===== config.mk =====
export PLATFORM = sky130hd
export DESIGN_NAME = lsu_ctrl
export DESIGN_NICKNAME = d
export VERILOG_FILES = /design/src/rtl/lsu_ctrl.sv
export SDC_FILE = /design/constraint.sdc
export NUM_CORES = 1
export LEC_CHECK = 0
export ABC_AREA = 1
export CAP_MARGIN = 10
export CORE_MARGIN = 4
export CORE_UTILIZATION = 50
export CTS_BUF_LIST = sky130_fd_sc_hd__clkbuf_2 sky130_fd_sc_hd__clkbuf_4 sky130_fd_sc_hd__clkbuf_8
export CTS_CLUSTER_DIAMETER = 50
export DETAILED_ROUTE_END_ITERATION = 12
export PLACE_DENSITY = 0.88
export RECOVER_POWER = 50
export SETUP_SLACK_MARGIN = 0.02
export SLEW_MARGIN = 0
export SYNTH_ARGS = -nofsm -noshare
export SYNTH_HDL_FRONTEND = slang
export SYNTH_SLANG_ARGS = --single-unit

===== constraint.sdc =====
create_clock -name clk -period 9.8 [get_ports clk]
set_clock_uncertainty 0.1 [all_clocks]
set_input_delay 1.47 -clock clk [delete_from_list [all_inputs] [get_ports clk]]
set_output_delay 1.47 -clock clk [all_outputs]
set_load 0.01 [all_outputs]

===== src/rtl/lsu_ctrl.sv =====
// Load/store unit controller: validates a byte-addressed request, drives a
// word-organised RAM with lane-replicated store data, and returns extended load data.
module lsu_ctrl #(
  parameter int ADDR_W = 32
) (
  input  logic              clk,
  input  logic              rst,
  input  logic              req_valid,
  output logic              req_ready,
  input  logic              req_we,
  input  logic [2:0]        req_funct3,
  input  logic [ADDR_W-1:0] req_addr,
  input  logic [31:0]       req_wdata,
  output logic [2:0]        mem_mode,
  output logic [1:0]        mem_cs,
  output logic              mem_we,
  output logic [ADDR_W-3:0] mem_addr,
  output logic [31:0]       mem_wdata,
  input  logic [31:0]       mem_rdata,
  output logic              rsp_valid,
  output logic [31:0]       rsp_rdata,
  output logic              rsp_err
);

  typedef enum logic [2:0] {
    S_IDLE,
    S_WRITE,
    S_READ,
    S_CAPTURE,
    S_RESP,
    S_ERR
  } state_e;

  state_e              state_q, state_d;
  logic                we_q, we_d;
  logic [2:0]          funct3_q, funct3_d;
  logic [ADDR_W-1:0]   addr_q, addr_d;
  logic [31:0]         wdata_q, wdata_d;
  logic [31:0]         rdata_q, rdata_d;

  logic                req_illegal;
  logic [7:0]          ld_byte;
  logic [15:0]         ld_half;
  logic [31:0]         ld_ext;

  always_ff @(posedge clk or posedge rst) begin
    if (rst) begin
      state_q  <= S_IDLE;
      we_q     <= 1'b0;
      funct3_q <= 3'b000;
      addr_q   <= '0;
      wdata_q  <= '0;
      rdata_q  <= '0;
    end else begin
      state_q  <= state_d;
      we_q     <= we_d;
      funct3_q <= funct3_d;
      addr_q   <= addr_d;
      wdata_q  <= wdata_d;
      rdata_q  <= rdata_d;
    end
  end

  // Alignment and encoding check on the incoming request; only the low address bits matter.
  always_comb begin
    req_illegal = 1'b1;
    case (req_funct3)
      3'b000:  req_illegal = 1'b0;
      3'b001:  req_illegal = req_addr[0];
      3'b010:  req_illegal = (req_addr[1:0] != 2'b00);
      3'b100:  req_illegal = req_we;
      3'b101:  req_illegal = req_we | req_addr[0];
      default: req_illegal = 1'b1;
    endcase
  end

  always_comb begin
    ld_byte = mem_rdata[7:0];
    case (addr_q[1:0])
      2'b00:   ld_byte = mem_rdata[7:0];
      2'b01:   ld_byte = mem_rdata[15:8];
      2'b10:   ld_byte = mem_rdata[23:16];
      default: ld_byte = mem_rdata[31:24];
    endcase
    ld_half = addr_q[1] ? mem_rdata[31:16] : mem_rdata[15:0];
    ld_ext  = mem_rdata;
    case (funct3_q)
      3'b000:  ld_ext = {{24{ld_byte[7]}}, ld_byte};
      3'b001:  ld_ext = {{16{ld_half[15]}}, ld_half};
      3'b100:  ld_ext = {24'h000000, ld_byte};
      3'b101:  ld_ext = {16'h0000, ld_half};
      default: ld_ext = mem_rdata;
    endcase
  end

  always_comb begin
    state_d  = state_q;
    we_d     = we_q;
    funct3_d = funct3_q;
    addr_d   = addr_q;
    wdata_d  = wdata_q;
    rdata_d  = rdata_q;
    case (state_q)
      S_IDLE: begin
        if (req_valid) begin
          we_d     = req_we;
          funct3_d = req_funct3;
          addr_d   = req_addr;
          wdata_d  = req_wdata;
          rdata_d  = '0;
          if (req_illegal)  state_d = S_ERR;
          else if (req_we)  state_d = S_WRITE;
          else              state_d = S_READ;
        end
      end
      S_WRITE:   state_d = S_RESP;
      S_READ:    state_d = S_CAPTURE;
      S_CAPTURE: begin
        rdata_d = ld_ext;
        state_d = S_RESP;
      end
      S_RESP:    state_d = S_IDLE;
      S_ERR:     state_d = S_IDLE;
      default:   state_d = S_IDLE;
    endcase
  end

  // Memory-side fields come straight from the latched request for the whole transaction.
  always_comb begin
    req_ready = (state_q == S_IDLE);
    mem_mode  = 3'b000;
    mem_cs    = 2'b00;
    mem_addr  = '0;
    mem_wdata = '0;
    mem_we    = (state_q == S_WRITE);
    rsp_valid = (state_q == S_RESP) || (state_q == S_ERR);
    rsp_err   = (state_q == S_ERR);
    rsp_rdata = (state_q == S_RESP) ? rdata_q : 32'h0000_0000;
    if (state_q != S_IDLE) begin
      mem_cs   = addr_q[1:0];
      mem_addr = addr_q[ADDR_W-1:2];
      case (funct3_q[1:0])
        2'b00: begin
          mem_mode  = 3'b001;
          mem_wdata = {4{wdata_q[7:0]}};
        end
        2'b01: begin
          mem_mode  = 3'b010;
          mem_wdata = {2{wdata_q[15:0]}};
        end
        2'b10: begin
          mem_mode  = 3'b100;
          mem_wdata = wdata_q;
        end
        default: begin
          mem_mode  = 3'b000;
          mem_wdata = '0;
        end
      endcase
    end
  end

endmodule

==> results.md <==
- Outcome: finished with violations
- Failing checks: capacitance limit, slew limit
- IR drop worst, VDD: slightly above 0.2 mV
- Actual slew at the worst max-slew pin: 3280 ps
- Clock tree root buffer cell: clkbuf_8
- Number of flops mapped to enable cells by yosys: 0
- Worst min path class: reg2reg
- Clock tree from TritonCTS: yes
- Crit-path cells: dlygate4sd3_1 > nand2_1 > nand2_1 > inv_2 > nand2_1 > nand2_1
- Number of top-level pins: around 200
- Post-detailed-placement half-perimeter wirelength: ~12,000 microns
- Type of origin of the critical path: primary input
- Routed len/inst: between 10 and 15 microns
- Setup WS post-layout: approximately 4100 ps
- Number of buffers created by CTS: 9
- WP data arrival: 5900 ps
- Area growth from synthesis to final layout: 39.5%
- Warnings, synthesis: 0
- Final Slew Violations: ~220
- Total power: 2.46 mW
- Total wirelength of the detailed-routed design: ~17,000 microns
- Most used flip-flop cell after synthesis: dfrtp_1
- Final hold vios: 0
- Effective utilization at floorplan: 0.515
- Global-route usage over all layers: 0.257
- Congestion Overflow GR: 0
- Dominant cell type by count on the critical path: nand2_1
- Post-Route Setup TNS: 0 ps
- Final weighted congestion of routability-driven global placement: roughly 0.98
- Async set-reset flop share out of synthesis: 1.00
- Post-synth net total: around 940
- Worst hold slack: ~390 ps
- Most used standard cell by instance count after synthesis: nand2_1
- Crit path max fanout: between 100 and 150
- Count of antenna-violating nets left after detailed routing: 0
- CTS clock-pin slew for the worst setup and hold paths: roughly 90 ps
- X dimension of the die: ~110 microns
- Overall die area: approximately 0.013 sq mm
- Mean area per synthesized cell: approximately 6.7 sq um
- Final period util: 0.587
- Hold-fix buffers at CTS: 0
- CTS HTree Levels: 3
- Maximum root-to-sink buffer count: 2
- Vertical extent of the die: 114 microns
- Endpoint class of the critical path: register
- Critical Path Max Stage Delay: about 2100 ps
- Number of clock sinks: about 100
- Leakage power total: 4.06 nW
- Number of buffers and inverters on the critical path: 2
- Power per cell area: around 310 mW/mm^2
- PostCTS Resize Cnt: 0
- Yosys top cell by area: dfrtp_1
- Area of the placeable core: roughly 0.011 sq mm
- DRC Markers: 0
- Latest clock arrival within the worst-skew pair: 360 ps
- Post-synthesis instance area: ~0.0056 sq mm
- Max_cap viols: 3
- Leading post-synthesis cells by cell area: dfrtp_1, nand2_1, nor2_1
- Final-report setup violation count: 0
- First-pass GRT wire length: 27,000 microns
- Register bit count reported by yosys: between 100 and 150
- Min cycle time layout: 5750 ps
- Number of antenna repair diodes: 0
- Routed vias: approximately 5,800
- Unrepaired setup endpoints after global routing: false
- Maximum number of pins on one net before global-route repair: 111
- # port buffers: 205
- Post-DP Area: about 0.0077 sq mm
- DRC marker count from the first detailed-route iteration: 431
- Tightest slew margin relative to the limit: -1.19
- WS Path Type: in2reg
- Unique cell type count in the Yosys netlist: 22
- Post-synthesis sequential area ratio: 0.453
- Post-Place Setup Slack: 5240 ps
- Detailed-router iteration count before antenna repair: 5
- Core Rows: 38
- Number of vias per cell: between 5 and 6
- Initial antenna violation count: 0
- Via count of the first global-routing pass: approximately 5,600
- Max Freq: between 150 and 200 MHz
- Fin nets: 1,119
- Layout cell share with drive strength beyond 1: 0.0411
- Area fraction of the dominant cell type after synthesis: 0.453
- Kind of cell adding the most delay to the critical path: simple AND/OR/NAND/NOR gates
- Required time of the critical path: slightly below 10,000 ps
- Commonest cells in the synthesized netlist: nand2_1, nor2_1, inv_1
- Post-CTS Setup Bufs: 0
- Gate count of the mapped netlist: 839
- Cell with the largest stage delay on the worst path: nand2_1
- Final Cell Area: 0.00786 sq mm
==> metal layers <==
| metal | vias up | GRT usage | part of all wire |
|---|---|---|---|
| met2 | 282 | 0.414 | 0.48 |
| met5 | - | 0 | 0 |
| met3 | 38 | 0.0756 | 0.10 |
| met4 | 0 | 0.0879 | 0.026 |
| li1 | 2858 | - | - |
| met1 | 2653 | 0.332 | 0.39 |
==> cells in the final DEF, fill, tap and decap left out, drive strengths merged <==
master | netlist | layout
clkinv | 0 | 2
clkdlybuf4s50 | 0 | 200
dlygate4sd3 | 0 | 5
bufinv | 0 | 1
dfrtp | 102 | 102
inv | 128 | 129
a21oi | 64 | 64
nand3 | 49 | 49
clkinvlp | 0 | 2
nand4 | 1 | 1
nor3 | 8 | 8
nor2 | 158 | 158
or2 | 1 | 1
nand2 | 272 | 272
clkbuf | 13 | 11
buf | 29 | 2
o21ai | 12 | 12
o211ai | 1 | 1
a21boi | 1 | 1
==> worst min-delay path: stages (launching register included) <==
cell	delay, ps
dfrtp_1	360
nand2_1	50
nand2_1	50
==> power by group <==
group	total (mW)	internal [mW]	switching (mW)
combinational	1.47	0.644	0.823
sequential	0.718	0.594	0.123
clock	0.280	0.127	0.152
==> registers in the layout, summed over array words and instances, names as in the netlist <==
register / count
addr_q: 32
rdata_q: 32
wdata_q: 32
state_q: 3
funct3_q: 3
==> final timing paths <==
check                      cells after the start     endpoint        start  slack, ps
min in group asynchronous                      2   addr_q[27]          rst       1980
max                                            6   rdata_q[9]    req_valid       4050
max in group asynchronous                      3  wdata_q[27]          rst       4080
min reg2reg                                    2  wdata_q[23]  wdata_q[23]        390
min                                            2  wdata_q[23]  wdata_q[23]        390
max reg2reg                                    9   rdata_q[9]   state_q[0]       4980
==> cells by family after synthesis <==
logic type	count (synthesis)	synth area share
and+or+nand+nor	489	0.351
buffers and inverters	170	0.126
DFF	102	0.453
AOI/OAI and AO/OA	78	0.0702
==> metrics by stage <==
step | utilization | std cells
4_1_cts | 0.720 | 1161
5_1_grt | 0.719 | 1161
3_5_place_dp | 0.701 | 1145
3_3_place_gp | 0.701 | 1145
6_report | 0.719 | 1161
2_1_floorplan | - | 839
==> area by class of cell <==
class	count	area, sq um
clock inverters	6	68.8
well taps	140	175
fillers	904	3080
repair buffers	208	2070
clock buffers	10	138
flip-flops and latches	102	2550
inverters	128	482
multi-input cells	567	2370
Power figures use the tool's default switching activity.
